**src/rtl/overdrive_pkg.sv**
```systemverilog
// overdrive_pkg: shared fixed-point types, gain FSM states and saturation helper for drive effects
package overdrive_pkg;
  localparam int FXP_SIZE = 32;
  localparam int BPL = 12;
  typedef logic signed [FXP_SIZE-1:0] fxp_t;
  typedef logic signed [2*FXP_SIZE-1:0] prod_t;
  localparam fxp_t UNITY = fxp_t'(1) << BPL;
  typedef enum logic [1:0] {SETTLED, RAMP_UP, RAMP_DOWN} gain_state_e;
  function automatic fxp_t sat_fxp(input prod_t prod, input prod_t limit);
    return prod > limit ? fxp_t'(limit) : prod < -limit ? fxp_t'(-limit) : fxp_t'(prod);
  endfunction
endpackage

```
**src/rtl/fixed_multiply.sv**
```systemverilog
// fixed_multiply: full-width signed fixed-point product rescaled by an arithmetic right shift
module fixed_multiply #(
  parameter int W = 32,
  parameter int FRAC = 12
) (
  input  logic signed [W-1:0]   a,
  input  logic signed [W-1:0]   b,
  output logic signed [2*W-1:0] p
);
  logic signed [2*W-1:0] a_x, b_x;
  assign a_x = {{W{a[W-1]}}, a};
  assign b_x = {{W{b[W-1]}}, b};
  assign p = (a_x * b_x) >>> FRAC;
endmodule

```
**src/rtl/gain_slew_ctrl.sv**
```systemverilog
// gain_slew_ctrl: slews a gain register toward a clamped target by a bounded step per enabled cycle
module gain_slew_ctrl
  import overdrive_pkg::*;
#(
  parameter int W = 32,
  parameter logic [W-1:0] STEP = 16,
  parameter logic [W-1:0] MAX = 65536,
  parameter logic [W-1:0] INIT = 4096
) (
  input  logic         clk,
  input  logic         rst,
  input  logic         step_en,
  input  logic [W-1:0] target,
  output logic [W-1:0] gain,
  output logic         settled
);
  logic [W-1:0] tgt, diff, gain_n;
  logic up;
  gain_state_e state, state_n;
  // next gain steps toward the clamped target, snapping when within one step; state classifies the result
  always_comb begin
    tgt = target > MAX ? MAX : target;
    up = tgt > gain;
    diff = up ? tgt - gain : gain - tgt;
    gain_n = !step_en ? gain : diff <= STEP ? tgt : up ? gain + STEP : gain - STEP;
    state_n = gain_n == tgt ? SETTLED : tgt > gain_n ? RAMP_UP : RAMP_DOWN;
  end
  // gain and ramp state registers
  always_ff @(posedge clk) begin
    if (rst) begin
      gain <= INIT;
      state <= SETTLED;
    end else begin
      gain <= gain_n;
      state <= state_n;
    end
  end
  assign settled = state == SETTLED;
endmodule

```
**src/rtl/overdrive_pregain.sv**
```systemverilog
// overdrive_pregain: slewed drive gain and output saturation ahead of the overdrive soft-clipper
module overdrive_pregain
  import overdrive_pkg::*;
#(
  parameter int bits_per_level = BPL,
  parameter int fxp_size = FXP_SIZE,
  parameter int RAMP_STEP = 16,
  parameter int MAX_GAIN_LEVELS = 16,
  parameter int SAT_LEVELS = 8
) (
  input  logic                       i_clk,
  input  logic                       i_reset,
  input  logic                       i_valid,
  input  logic signed [fxp_size-1:0] i_sample,
  input  logic [fxp_size-1:0]        i_gain_target,
  input  logic                       i_bypass,
  output logic                       o_valid,
  output logic signed [fxp_size-1:0] o_sample,
  output logic                       o_gain_settled
);
  localparam logic [fxp_size-1:0] UNITY_GAIN = fxp_size'(1) << bits_per_level;
  localparam logic [fxp_size-1:0] MAX_GAIN = fxp_size'(MAX_GAIN_LEVELS) << bits_per_level;
  localparam logic signed [2*fxp_size-1:0] SAT_LIMIT = (2*fxp_size)'(SAT_LEVELS) << bits_per_level;
  logic [fxp_size-1:0] gain;
  logic s1_valid, s1_bypass;
  logic signed [fxp_size-1:0] s1_sample, s1_gain;
  logic signed [2*fxp_size-1:0] prod;
  gain_slew_ctrl #(
    .W(fxp_size),
    .STEP(fxp_size'(RAMP_STEP)),
    .MAX(MAX_GAIN),
    .INIT(UNITY_GAIN)
  ) u_slew (
    .clk(i_clk),
    .rst(i_reset),
    .step_en(i_valid),
    .target(i_gain_target),
    .gain(gain),
    .settled(o_gain_settled)
  );
  fixed_multiply #(
    .W(fxp_size),
    .FRAC(bits_per_level)
  ) u_mul (
    .a(s1_sample),
    .b(s1_gain),
    .p(prod)
  );
  // valid pipeline; reset drops anything in flight
  always_ff @(posedge i_clk) begin
    if (i_reset) begin
      s1_valid <= 1'b0;
      o_valid <= 1'b0;
    end else begin
      s1_valid <= i_valid;
      o_valid <= s1_valid;
    end
  end
  // stage 1 captures the sample with the gain held before this cycle's step
  always_ff @(posedge i_clk) begin
    if (i_valid) begin
      s1_sample <= i_sample;
      s1_gain <= $signed(gain);
      s1_bypass <= i_bypass;
    end
  end
  // stage 2 drives scaled/saturated or bypassed sample, holding between valids
  always_ff @(posedge i_clk) begin
    if (i_reset) o_sample <= '0;
    else if (s1_valid) o_sample <= s1_bypass ? s1_sample : sat_fxp(prod, SAT_LIMIT);
  end
endmodule

```
**config.mk**
```make
export PLATFORM = sky130hd
export DESIGN_NAME = overdrive_pregain
export DESIGN_NICKNAME = d
export VERILOG_FILES = /design/src/rtl/overdrive_pkg.sv /design/src/rtl/fixed_multiply.sv /design/src/rtl/gain_slew_ctrl.sv /design/src/rtl/overdrive_pregain.sv
export SDC_FILE = /design/constraint.sdc
export NUM_CORES = 2
export LEC_CHECK = 0
export CORE_MARGIN = 2
export CORE_UTILIZATION = 55
export CTS_CLUSTER_DIAMETER = 80
export DETAILED_ROUTE_END_ITERATION = 12
export PLACE_DENSITY_LB_ADDON = 0.3
export SYNTH_ARGS = -nofsm -noshare
export SYNTH_HDL_FRONTEND = slang
export SYNTH_SLANG_ARGS = --single-unit
export TNS_END_PERCENT = 1
```
**constraint.sdc**
```tcl
create_clock -name i_clk -period 12.1 [get_ports i_clk]
set_input_delay 2.42 -clock i_clk [delete_from_list [all_inputs] [get_ports i_clk]]
set_output_delay 2.42 -clock i_clk [all_outputs]
set_load 0.02 [all_outputs]
```
==> summary.md <==
| Metric | Value |
|---|---|
| Kind of critical path | `reg2reg` |
| Worst slew pin tran | `1.19 ns` |
| Avg WL per Cell | `20.1 um` |
| Vias in the first global route | `around 38,000` |
| Area Overhead vs Synth | `5.99%` |
| Post-Syn Instances | `a little over 5,000` |
| Clk sinks | `between 100 and 150` |
| Fmax | `92.9 MHz` |
| Die height | `296 um` |
| Cell area after synthesis | `46,900 sq um` |
| Worst hold stages | `2` |
| Die width | `~300 um` |
| Final GP Congestion | `between 0.9 and 1` |
| Status | `finished clean` |
| Top cell type's share of synthesized area | `0.463` |
| # IOs | `102` |
| H-Tree Depth | `4` |
| Row Count | `107` |
| #FFs+latches synth | `133` |
| CP arrival | `11.11 ns` |
| Largest net degree at the start of global routing | `73` |
| Diode count | `0` |
| CTS tree | `yes` |
| CTS Buf Count | `17` |
| Data required, critical path | `12.45 ns` |
| Post-synthesis sequential area ratio | `0.0706` |
| Async S/R FF share, synth | `0` |
| CP Launch Type | `flip-flop` |
| Critical Path Start | `s1_gain[6]$_DFFE_PP_` |
| Count leader, synth | `fa_1` |
| CP bufs+invs | `5` |
| Clock Skews | `about 0.020 ns` |
| 1st-pass router iterations | `5` |
| Max clock buf depth | `2` |
| Reg area | `between 3000 and 4000 sq um` |
| Crit path capture type | `flip-flop` |
| Die ar. | `87,600 sq um` |
| Post-synth EDFFs | `65` |
| Via count | `about 36,000` |
| Worst Path Max Fanout | `32` |
| Core Region | `about 85,000 sq um` |
| Max_cap viols | `0` |
| Layout Nets | `~6,600` |
| Count of cell types in the netlist | `84` |
| Final slew viol count | `0` |
| Hold Vio Cnt, Final | `0` |
| Reg2reg start | `s1_gain[6]$_DFFE_PP_` |
| DRC | `0` |
| Unrepaired setup endpoints after global routing | `no` |
| FF-to-FF setup slack | `1.34 ns` |
| Reg2Reg Depth | `28` |
| Area occupied by multi-input gates | `39,000 sq um` |
| Post_cts resized | `0` |
| # Post-CTS Setup Buffers | `0` |
| Total GRT Usage | `0.304` |
| DR iter-0 viols | `approximately 2,300` |
| IO buf count | `a little over 100` |
| Routed Antenna Nets | `0` |
| CTS clk-pin slew, worst paths | `around 0.080 ns` |
| Fin crit period | `10.76 ns` |
| Worst Hold Endpoint | `o_sample[19]$_SDFFE_PP0P_` |
| Synth cell count leaders | `fa_1 (1,084), inv_1 (1,003), nand2_1 (626)` |
| CP most frequent cell | `fa_1` |
| Area leader, netlist | `fa_1` |
| Worst hold start | `o_sample[19]$_SDFFE_PP0P_` |
| Grt total ovfl | `0` |
| Vias per cell | `5.67` |
| Setup TNS | `0 ns` |
| Max stage delay on crit path | `1.10 ns` |
| Synth Flop Type | `dfxtp_1` |
| Fill cells | `between 7,000 and 8,000` |
| Fraction of layout cells with a size suffix above 1 | `0.0295` |
| Worst-skew pair later-pin latency | `roughly 0.45 ns` |
| HPWL after detailed placement | `103,000 um` |
| CP top delay family | `adder cells` |
| Synthesized area per cell | `~9.1 sq um` |
| CTS Hold Bufs | `0` |
| Initial antenna violation count | `2` |
| Crit share post-route | `0.889` |
| Critical R2R Capture | `o_sample[13]$_SDFFE_PP0P_` |
| Setup-failing EPs final | `0` |
| Root buffer cell | `clkbuf_16` |
| Starting density of the core | `0.553` |
| Util after Layout | `0.586` |
| Synth warn | `0` |
| First-pass GRT wire length | `between 200,000 and 250,000 um` |
| Max transition margin | `0.204` |
| Synth area leaders | `fa_1 (46%), ha_1 (8.0%), inv_1 (8.0%)` |
| Hold Path Class | `reg2reg` |
| Final wirelength | `126,000 um` |
| CP max stage cell | `edfxtp_1` |
layout by cell type, fill, tap and decap left out, drive strengths merged, types with 40 or more instances in the layout:
cell type	count
fa	1084
inv	1014
nand2	626
and2	529
ha	301
a21oi	179
nor2	151
o21ai	116
clkdlybuf4s50	100
buf	83
a21o	69
dfxtp	68
xnor2	66
edfxtp	65
conb	44
xor2	41
nand3	40
metrics by stage:
step | setup WS, ns | area [sq um] | std cells | hold WS, ns
finish | 1.34 | 49700 | 6263 | 0.491
global route | 0.634 | 49700 | 6263 | 0.517
floorplan | 2.66 | 47100 | 5169 | 0.430
CTS | 1.42 | 49700 | 6263 | 0.493
detailed placement | 1.49 | 49100 | 6231 | 0.479
global placement | 1.63 | 49100 | 6231 | 0.477
final cells by class:
type | instances | area share
multi-input combinational | 3767 | 0.784
inverter | 1004 | 0.0758
sequential | 133 | 0.0666
timing repair buffer | 183 | 0.0327
tap | 1144 | 0.0288
clock buffer | 17 | 0.00856
clock inverter | 15 | 0.00400
cells by family after synthesis:
group / share of synthesized area
flip-flops: 0.0706
other: 0.000160
AND/OR/NAND/NOR: 0.168
AO/OA/AOI/OAI: 0.0888
buffers and inverters: 0.103
multiplexers: 0.00677
adder cells (fa/ha/maj): 0.543
XOR/XNOR: 0.0200
flip-flops by register name, indices dropped and copies added (netlist names):
signal        cells
s1_sample        32
s1_bypass         1
s1_gain          32
s1_valid          1
o_valid           1
o_sample         32
u_slew.gain      32
u_slew.state      2
worst register-to-register path: cells and delay by family (launching register included):
kind,cells,cell delay (ns)
simple gates,9,2.22
compound gates,4,1.34
xor+xnor,1,0.20
fa+ha+maj,9,4.95
buf+inv,5,0.85
flops,1,1.10
layer usage:
layer	global-route usage	wire [um]	vias up
met4	0.0830	3600	0
met3	0.0310	7400	212
met1	0.415	53000	18400
met5	0	0	-
met2	0.521	61700	1181
li1	-	-	15700
worst max-delay path by stage:
stage,to,slack [ns],depth (start not counted)
3_5_place_dp,o_sample[9]$_SDFFE_PP0P_,1.49,28
5_1_grt,o_sample[13]$_SDFFE_PP0P_,0.63,28
2_1_floorplan,u_slew.state[1]$_SDFF_PP0_,2.66,33
4_1_cts,o_sample[13]$_SDFFE_PP0P_,1.42,28
3_3_place_gp,u_slew.state[1]$_SDFF_PP0_,1.63,36
6_report,o_sample[13]$_SDFFE_PP0P_,1.34,28
Power is not shown: default switching activity piles up to over one toggle a cycle in this logic, so the estimate is an artifact.
